<file path="config.mk">
export PLATFORM = sky130hd
export DESIGN_NAME = debounce_bank
export DESIGN_NICKNAME = d
export VERILOG_FILES = /design/src/rtl/debounce_pkg.sv /design/src/rtl/debounce_channel.sv /design/src/rtl/debounce_bank.sv
export SDC_FILE = /design/constraint.sdc
export NUM_CORES = 1
export LEC_CHECK = 0
export CORE_MARGIN = 10
export CORE_UTILIZATION = 37
export DETAILED_ROUTE_END_ITERATION = 6
export PLACE_DENSITY = 0.53
export SLEW_MARGIN = 20
export SYNTH_ARGS = -nofsm -noshare
export SYNTH_HDL_FRONTEND = slang
export SYNTH_SLANG_ARGS = --single-unit
</file>
<file path="constraint.sdc">
create_clock -name clk -period 2.5 [get_ports clk]
set_input_delay 0.25 -clock clk [delete_from_list [all_inputs] [get_ports clk]]
set_output_delay 0.25 -clock clk [all_outputs]
set_load 0.05 [all_outputs]
</file>
<file path="src/rtl/debounce_pkg.sv">
// Shared definitions for the debounce bank: per-channel FSM state encoding
// and helpers for counter sizing and state-to-level decoding.
package debounce_pkg;

  // Two-bit state encoding; bit 1 set means the accepted level is high.
  typedef enum logic [1:0] {
    STABLE_LO = 2'b00,
    WAIT_HI   = 2'b01,
    STABLE_HI = 2'b10,
    WAIT_LO   = 2'b11
  } deb_state_t;

  // Counter width able to hold the value STABLE_CYCLES without wrapping.
  function automatic int cnt_width(input int stable_cycles);
    return $clog2(stable_cycles + 1);
  endfunction

  // Accepted level implied by a state: high in STABLE_HI and WAIT_LO.
  function automatic logic level_of(input deb_state_t st);
    return (st == STABLE_HI) || (st == WAIT_LO);
  endfunction

endpackage

</file>
<file path="src/rtl/debounce_channel.sv">
// One debounce channel: optional two-flop synchroniser, four-state FSM with
// a stability counter, and registered level / rise / fall outputs.
// Build option: define DEBOUNCE_BANK_SYNC_EN to place a two-flop
// synchroniser in front of the FSM (adds two cycles of latency).
module debounce_channel
  import debounce_pkg::*;
#(
  parameter int   STABLE_CYCLES = 1_000_000,
  parameter logic RESET_LEVEL   = 1'b0
) (
  input  logic clk,
  input  logic reset_n,
  input  logic noisy,
  output logic debounced,
  output logic rise,
  output logic fall
);

  localparam int            CW    = cnt_width(STABLE_CYCLES);
  localparam logic [CW-1:0] LIMIT = CW'(STABLE_CYCLES);
  localparam logic [CW-1:0] ONE   = CW'(1);
  localparam deb_state_t    RESET_STATE = RESET_LEVEL ? STABLE_HI : STABLE_LO;

  logic          s;
  deb_state_t    state, state_next;
  logic [CW-1:0] cnt, cnt_next;
  logic          level;

`ifdef DEBOUNCE_BANK_SYNC_EN
  logic sync1, sync2;

  // Two-flop synchroniser; both stages come out of reset at the idle level
  // so no false transition is seen after reset release.
  always_ff @(posedge clk or negedge reset_n) begin
    if (!reset_n) begin
      sync1 <= RESET_LEVEL;
      sync2 <= RESET_LEVEL;
    end else begin
      // NOTE: non-blocking assignments let sync2 capture the old sync1, giving
      // a true two-stage pipeline instead of collapsing into one flop.
      sync1 <= noisy;
      sync2 <= sync1;
    end
  end

  assign s = sync2;
`else
  assign s = noisy;
`endif

  // Next-state and counter logic; a level change is accepted only after
  // STABLE_CYCLES+1 consecutive samples of the new level.
  always_comb begin
    // NOTE: defaults first so every path assigns both outputs and no latch
    // is inferred for the "hold" cases.
    state_next = state;
    cnt_next   = cnt;
    unique case (state)
      STABLE_LO: begin
        if (s) begin
          state_next = WAIT_HI;
          cnt_next   = ONE;
        end else begin
          cnt_next   = '0;
        end
      end
      WAIT_HI: begin
        if (!s) begin
          state_next = STABLE_LO;
          cnt_next   = '0;
        end else if (cnt >= LIMIT) begin
          state_next = STABLE_HI;
          cnt_next   = '0;
        end else begin
          cnt_next   = cnt + ONE;
        end
      end
      STABLE_HI: begin
        if (!s) begin
          state_next = WAIT_LO;
          cnt_next   = ONE;
        end else begin
          cnt_next   = '0;
        end
      end
      WAIT_LO: begin
        if (s) begin
          state_next = STABLE_HI;
          cnt_next   = '0;
        end else if (cnt >= LIMIT) begin
          state_next = STABLE_LO;
          cnt_next   = '0;
        end else begin
          cnt_next   = cnt + ONE;
        end
      end
      default: begin
        state_next = RESET_STATE;
        cnt_next   = '0;
      end
    endcase
  end

  // FSM state and counter registers; reset abandons any count in progress.
  always_ff @(posedge clk or negedge reset_n) begin
    if (!reset_n) begin
      state <= RESET_STATE;
      cnt   <= '0;
    end else begin
      state <= state_next;
      cnt   <= cnt_next;
    end
  end

  assign level = level_of(state);

  // Registered outputs; edge pulses fire in the cycle the output level flips.
  always_ff @(posedge clk or negedge reset_n) begin
    if (!reset_n) begin
      // NOTE: debounced resets to the same level the FSM implies, so nothing
      // looks like an edge when reset is released.
      debounced <= RESET_LEVEL;
      rise      <= 1'b0;
      fall      <= 1'b0;
    end else begin
      debounced <= level;
      rise      <= level & ~debounced;
      fall      <= ~level & debounced;
    end
  end

endmodule

</file>
<file path="src/rtl/debounce_bank.sv">
// Bank of CHANNELS independent debouncers for switch and button inputs.
// Build option: DEBOUNCE_BANK_SYNC_EN adds a two-flop synchroniser per
// channel for inputs that are asynchronous to clk.
module debounce_bank
  import debounce_pkg::*;
#(
  parameter int   CHANNELS      = 4,
  parameter int   STABLE_CYCLES = 1_000_000,
  parameter logic RESET_LEVEL   = 1'b0
) (
  input  logic                clk,
  input  logic                reset_n,
  input  logic [CHANNELS-1:0] noisy,
  output logic [CHANNELS-1:0] debounced,
  output logic [CHANNELS-1:0] rise,
  output logic [CHANNELS-1:0] fall
);

  // One self-contained channel per input bit; channels share only the clock.
  for (genvar i = 0; i < CHANNELS; i++) begin : g_chan
    debounce_channel #(
      .STABLE_CYCLES (STABLE_CYCLES),
      .RESET_LEVEL   (RESET_LEVEL)
    ) u_chan (
      .clk       (clk),
      .reset_n   (reset_n),
      .noisy     (noisy[i]),
      .debounced (debounced[i]),
      .rise      (rise[i]),
      .fall      (fall[i])
    );
  end

endmodule

</file>
==> reports/metrics.cfg <==
[run_status]
outcome=completed

[setup_path]
critPathTopFamily=simple AND/OR/NAND/NOR gates
rr_worst_depth=4
critical_path_buf_inv_count=0
critical_path_required_ns=2.77
end_kind=flop
crit_cells=4
timing_worst_setup_path_type=reg -> reg
crit_path_max_fanout=19
cp.arrival_ns=2.19
critical_path.slowest_cell=sky130_fd_sc_hd__or4_1
worst_path_cell_trace=or4_1 > o311a_1 > nand3b_4 > a21oi_1
crit_path_max_incr_delay_ns=0.54
worstSetupStartpointType=flop
r2r-end=g_chan[2].u_chan.cnt[17]
regToRegStartpoint=g_chan[2].u_chan.cnt[15]
reg2reg_setup_slack_ns=0.58

[power]
total_leakage_power_nw=2.17
power.sequential.fraction=0.528
irDropWorstVdd_mv=0.336
clock_power_share=0.403
finalPower_mw=3.20
internal_power_mw=2.40
sw_frac_of_total=0.250
combinational_power_share=0.069
power.density_cell_area_nw_per_um2=586
netSwitchingPower_uw=801

[place]
pre_cts_ws_ns=0.578
gp_congestion=0.771
placement.io_buffers=17
post-dp-hpwl_um=6130

[clock_network]
cts_made_buffers=9
post_cts_resized=0
cts_num_sinks=100
worst_skew_pair.late_latency_ns=0.35
cts_root_buf=sky130_fd_sc_hd__clkbuf_16
clock_pin_slew_worst_setup_and_hold_paths_ns=0.07
clockBufferDepth=2
cts_tree=done
htree_levels=3
cts.repair_timing.setup_buffer_count=0

[synth]
synth_enable_flop_cells=0
synth_top_flop_cell=sky130_fd_sc_hd__dfrtp_1
post_synth.cell_area_avg_sq_um=9.94
yosysUniqueCellTypes=36
post_synth_inst_count=491
synthArstFlopShare=1.00
synth_fp_nets=505
ys_ff_latch=100
number_of_warning_messages_in_the_yosys_log=0
synth.yosys.seq_area_share=0.513
synth.cell_area_sq_um=4880

[timing]
worst_slack_ns=0.582
sum_of_negative_setup_slack_ns=0
max_slew.worst_pin.slew_ns=0.588
part_of_the_cycle_the_worst_path_needs=0.767
worst_hold_margin_ns=0.437
achievable-frequency_ghz=0.521
slew_headroom=0.604
final_max_slew_viol_count=0
final-hold-violation-count=0
min_period_ns=1.92
setup-violations-final=0
clock_skews_ns=0.00625
grt_setup_unrepaired=no

[drt]
detailroute.via_count=3460
drc=0
postRouteAntennaNets=0
finalWirelength_um=9060
post_drt_wl_per_cell_um=13.3
drt_pre_antenna_iters=4
vias_per_cell=5.08
drc_marker_count_from_the_first_detailed_route_iteration=295

[global_routing]
first_global_vias=3327
grt_start_max_net_pins=45
gr-usage-all-layers=0.108
globalRoute.totalOverflow=0
antenna_found_initial=0
grt_pass1_wl_um=16200

[min_path]
hold_class=in -> async

[floorplanning]
die_area_sq_um=18200
ioPinCount=18
initial_core_util=0.382
core_region_area_sq_um=12800
num_rows=41
die_width_um=135
die_height_um=135

[final_layout]
n_fill_cell=1216
final_layout_size_suffix_gt1_frac=0.0688
antenna_cells_inserted=0
finalNetCount=518
area.growth.synth_to_final_pct=12.0

[job]
cap_violations=0

-- final cells by class --
| class | count | area (sq um) | share of cell area |
|---|---|---|---|
| clock buffers | 10 | 229 | 0.0419 |
| well taps | 172 | 215 | 0.0394 |
| inverters | 24 | 90.1 | 0.0165 |
| multi-input cells | 345 | 2150 | 0.394 |
| clock inverters | 6 | 41.3 | 0.00755 |
| flip-flops and latches | 100 | 2500 | 0.458 |
| repair buffers | 24 | 235 | 0.0430 |
-- layout by cell type, fill, tap and decap left out, types with 2 or more instances in the layout --
| master | n |
|---|---|
| sky130_fd_sc_hd__dfrtp_1 | 100 |
| sky130_fd_sc_hd__nor2_1 | 66 |
| sky130_fd_sc_hd__nand2_1 | 30 |
| sky130_fd_sc_hd__xnor2_1 | 29 |
| sky130_fd_sc_hd__nand4_1 | 28 |
| sky130_fd_sc_hd__xor2_1 | 26 |
| sky130_fd_sc_hd__inv_1 | 24 |
| sky130_fd_sc_hd__nand3_1 | 24 |
| sky130_fd_sc_hd__a21oi_1 | 18 |
| sky130_fd_sc_hd__clkdlybuf4s50_1 | 16 |
| sky130_fd_sc_hd__nor4_1 | 15 |
| sky130_fd_sc_hd__and4_1 | 13 |
| sky130_fd_sc_hd__o21ai_0 | 12 |
| sky130_fd_sc_hd__and3_1 | 10 |
| sky130_fd_sc_hd__nor3_1 | 9 |
| sky130_fd_sc_hd__clkbuf_16 | 9 |
| sky130_fd_sc_hd__and2_1 | 8 |
| sky130_fd_sc_hd__nor2b_1 | 8 |
| sky130_fd_sc_hd__ha_1 | 8 |
| sky130_fd_sc_hd__or3_1 | 7 |
| sky130_fd_sc_hd__a31o_2 | 6 |
| sky130_fd_sc_hd__buf_4 | 6 |
| sky130_fd_sc_hd__o31ai_1 | 4 |
| sky130_fd_sc_hd__nand3b_1 | 4 |
| sky130_fd_sc_hd__mux2_2 | 4 |
| sky130_fd_sc_hd__a311oi_1 | 3 |
| sky130_fd_sc_hd__or4_1 | 3 |
| sky130_fd_sc_hd__clkinvlp_4 | 3 |
| sky130_fd_sc_hd__a31oi_1 | 2 |
| sky130_fd_sc_hd__clkinv_2 | 2 |
-- cells by family after synthesis --
group | after synthesis | share of synthesized area
and+or+nand+nor | 229 | 0.250
muxes | 4 | 0.00923
xor gates and xnor gates | 55 | 0.0987
adders and majority gates | 8 | 0.0205
DFF | 100 | 0.513
AOI/OAI and AO/OA | 49 | 0.0628
buffers and inverters | 46 | 0.0461
-- registers in the layout, summed over array words and instances (netlist names), named ones only --
register,count
g_chan.u_chan.cnt,80
g_chan.u_chan.fall,4
g_chan.u_chan.state,4
g_chan.u_chan.rise,4
g_chan.u_chan.debounced,4
-- metal layers --
metal  track usage  wire [um]
met3        0.0256        271
met4        0.0623        223
met1         0.144       4440
met5             0          0
met2         0.157       4120
-- cells in the mapped netlist, types with 12 or more instances --
| cell type | count | area (sq um) |
|---|---|---|
| sky130_fd_sc_hd__dfrtp_1 | 100 | 2500 |
| sky130_fd_sc_hd__nor2_1 | 66 | 248 |
| sky130_fd_sc_hd__nand2_1 | 30 | 113 |
| sky130_fd_sc_hd__xnor2_1 | 29 | 254 |
| sky130_fd_sc_hd__nand4_1 | 28 | 175 |
| sky130_fd_sc_hd__xor2_1 | 26 | 228 |
| sky130_fd_sc_hd__inv_1 | 24 | 90.1 |
| sky130_fd_sc_hd__nand3_1 | 24 | 120 |
| sky130_fd_sc_hd__a21oi_1 | 18 | 90.1 |
| sky130_fd_sc_hd__nor4_1 | 15 | 93.8 |
| sky130_fd_sc_hd__and4_1 | 13 | 114 |
| sky130_fd_sc_hd__buf_4 | 12 | 90.1 |
| sky130_fd_sc_hd__o21ai_0 | 12 | 60.1 |
-- power groups by stage --
stage	registers (mW)	clock network (mW)	logic, mW
floorplan	1.71	0	0.146
global placement	1.72	0	0.224
detailed placement	1.72	0	0.226
CTS	1.69	1.35	0.228
global route	1.70	1.41	0.250
finish	1.69	1.29	0.221
-- how the worst max path moves through the flow --
stage	startpoint	endpoint
after global placement	g_chan[2].u_chan.cnt[15]	g_chan[2].u_chan.cnt[18]
after floorplan	g_chan[2].u_chan.cnt[15]	flop
after CTS	g_chan[2].u_chan.cnt[15]	g_chan[2].u_chan.cnt[17]
final	g_chan[2].u_chan.cnt[15]	g_chan[2].u_chan.cnt[17]
after global routing	g_chan[2].u_chan.cnt[15]	g_chan[2].u_chan.cnt[13]
after detailed placement	g_chan[2].u_chan.cnt[15]	g_chan[2].u_chan.cnt[17]
-- per-stage QoR --
step | instance area (sq um) | util | instances
after floorplan | 4880 | - | 491
after global placement | 5190 | 0.406 | 664
after detailed placement | 5190 | 0.406 | 664
after CTS | 5470 | 0.428 | 681
after global routing | 5470 | 0.428 | 681
final | 5470 | 0.428 | 681
-- timing repair --
action | CTS | global route
hold buffers | 1 | 0
hold endpoints to repair | 42 | 0
setup endpoints to repair | 0 | 0
Power figures use the tool's default switching activity.
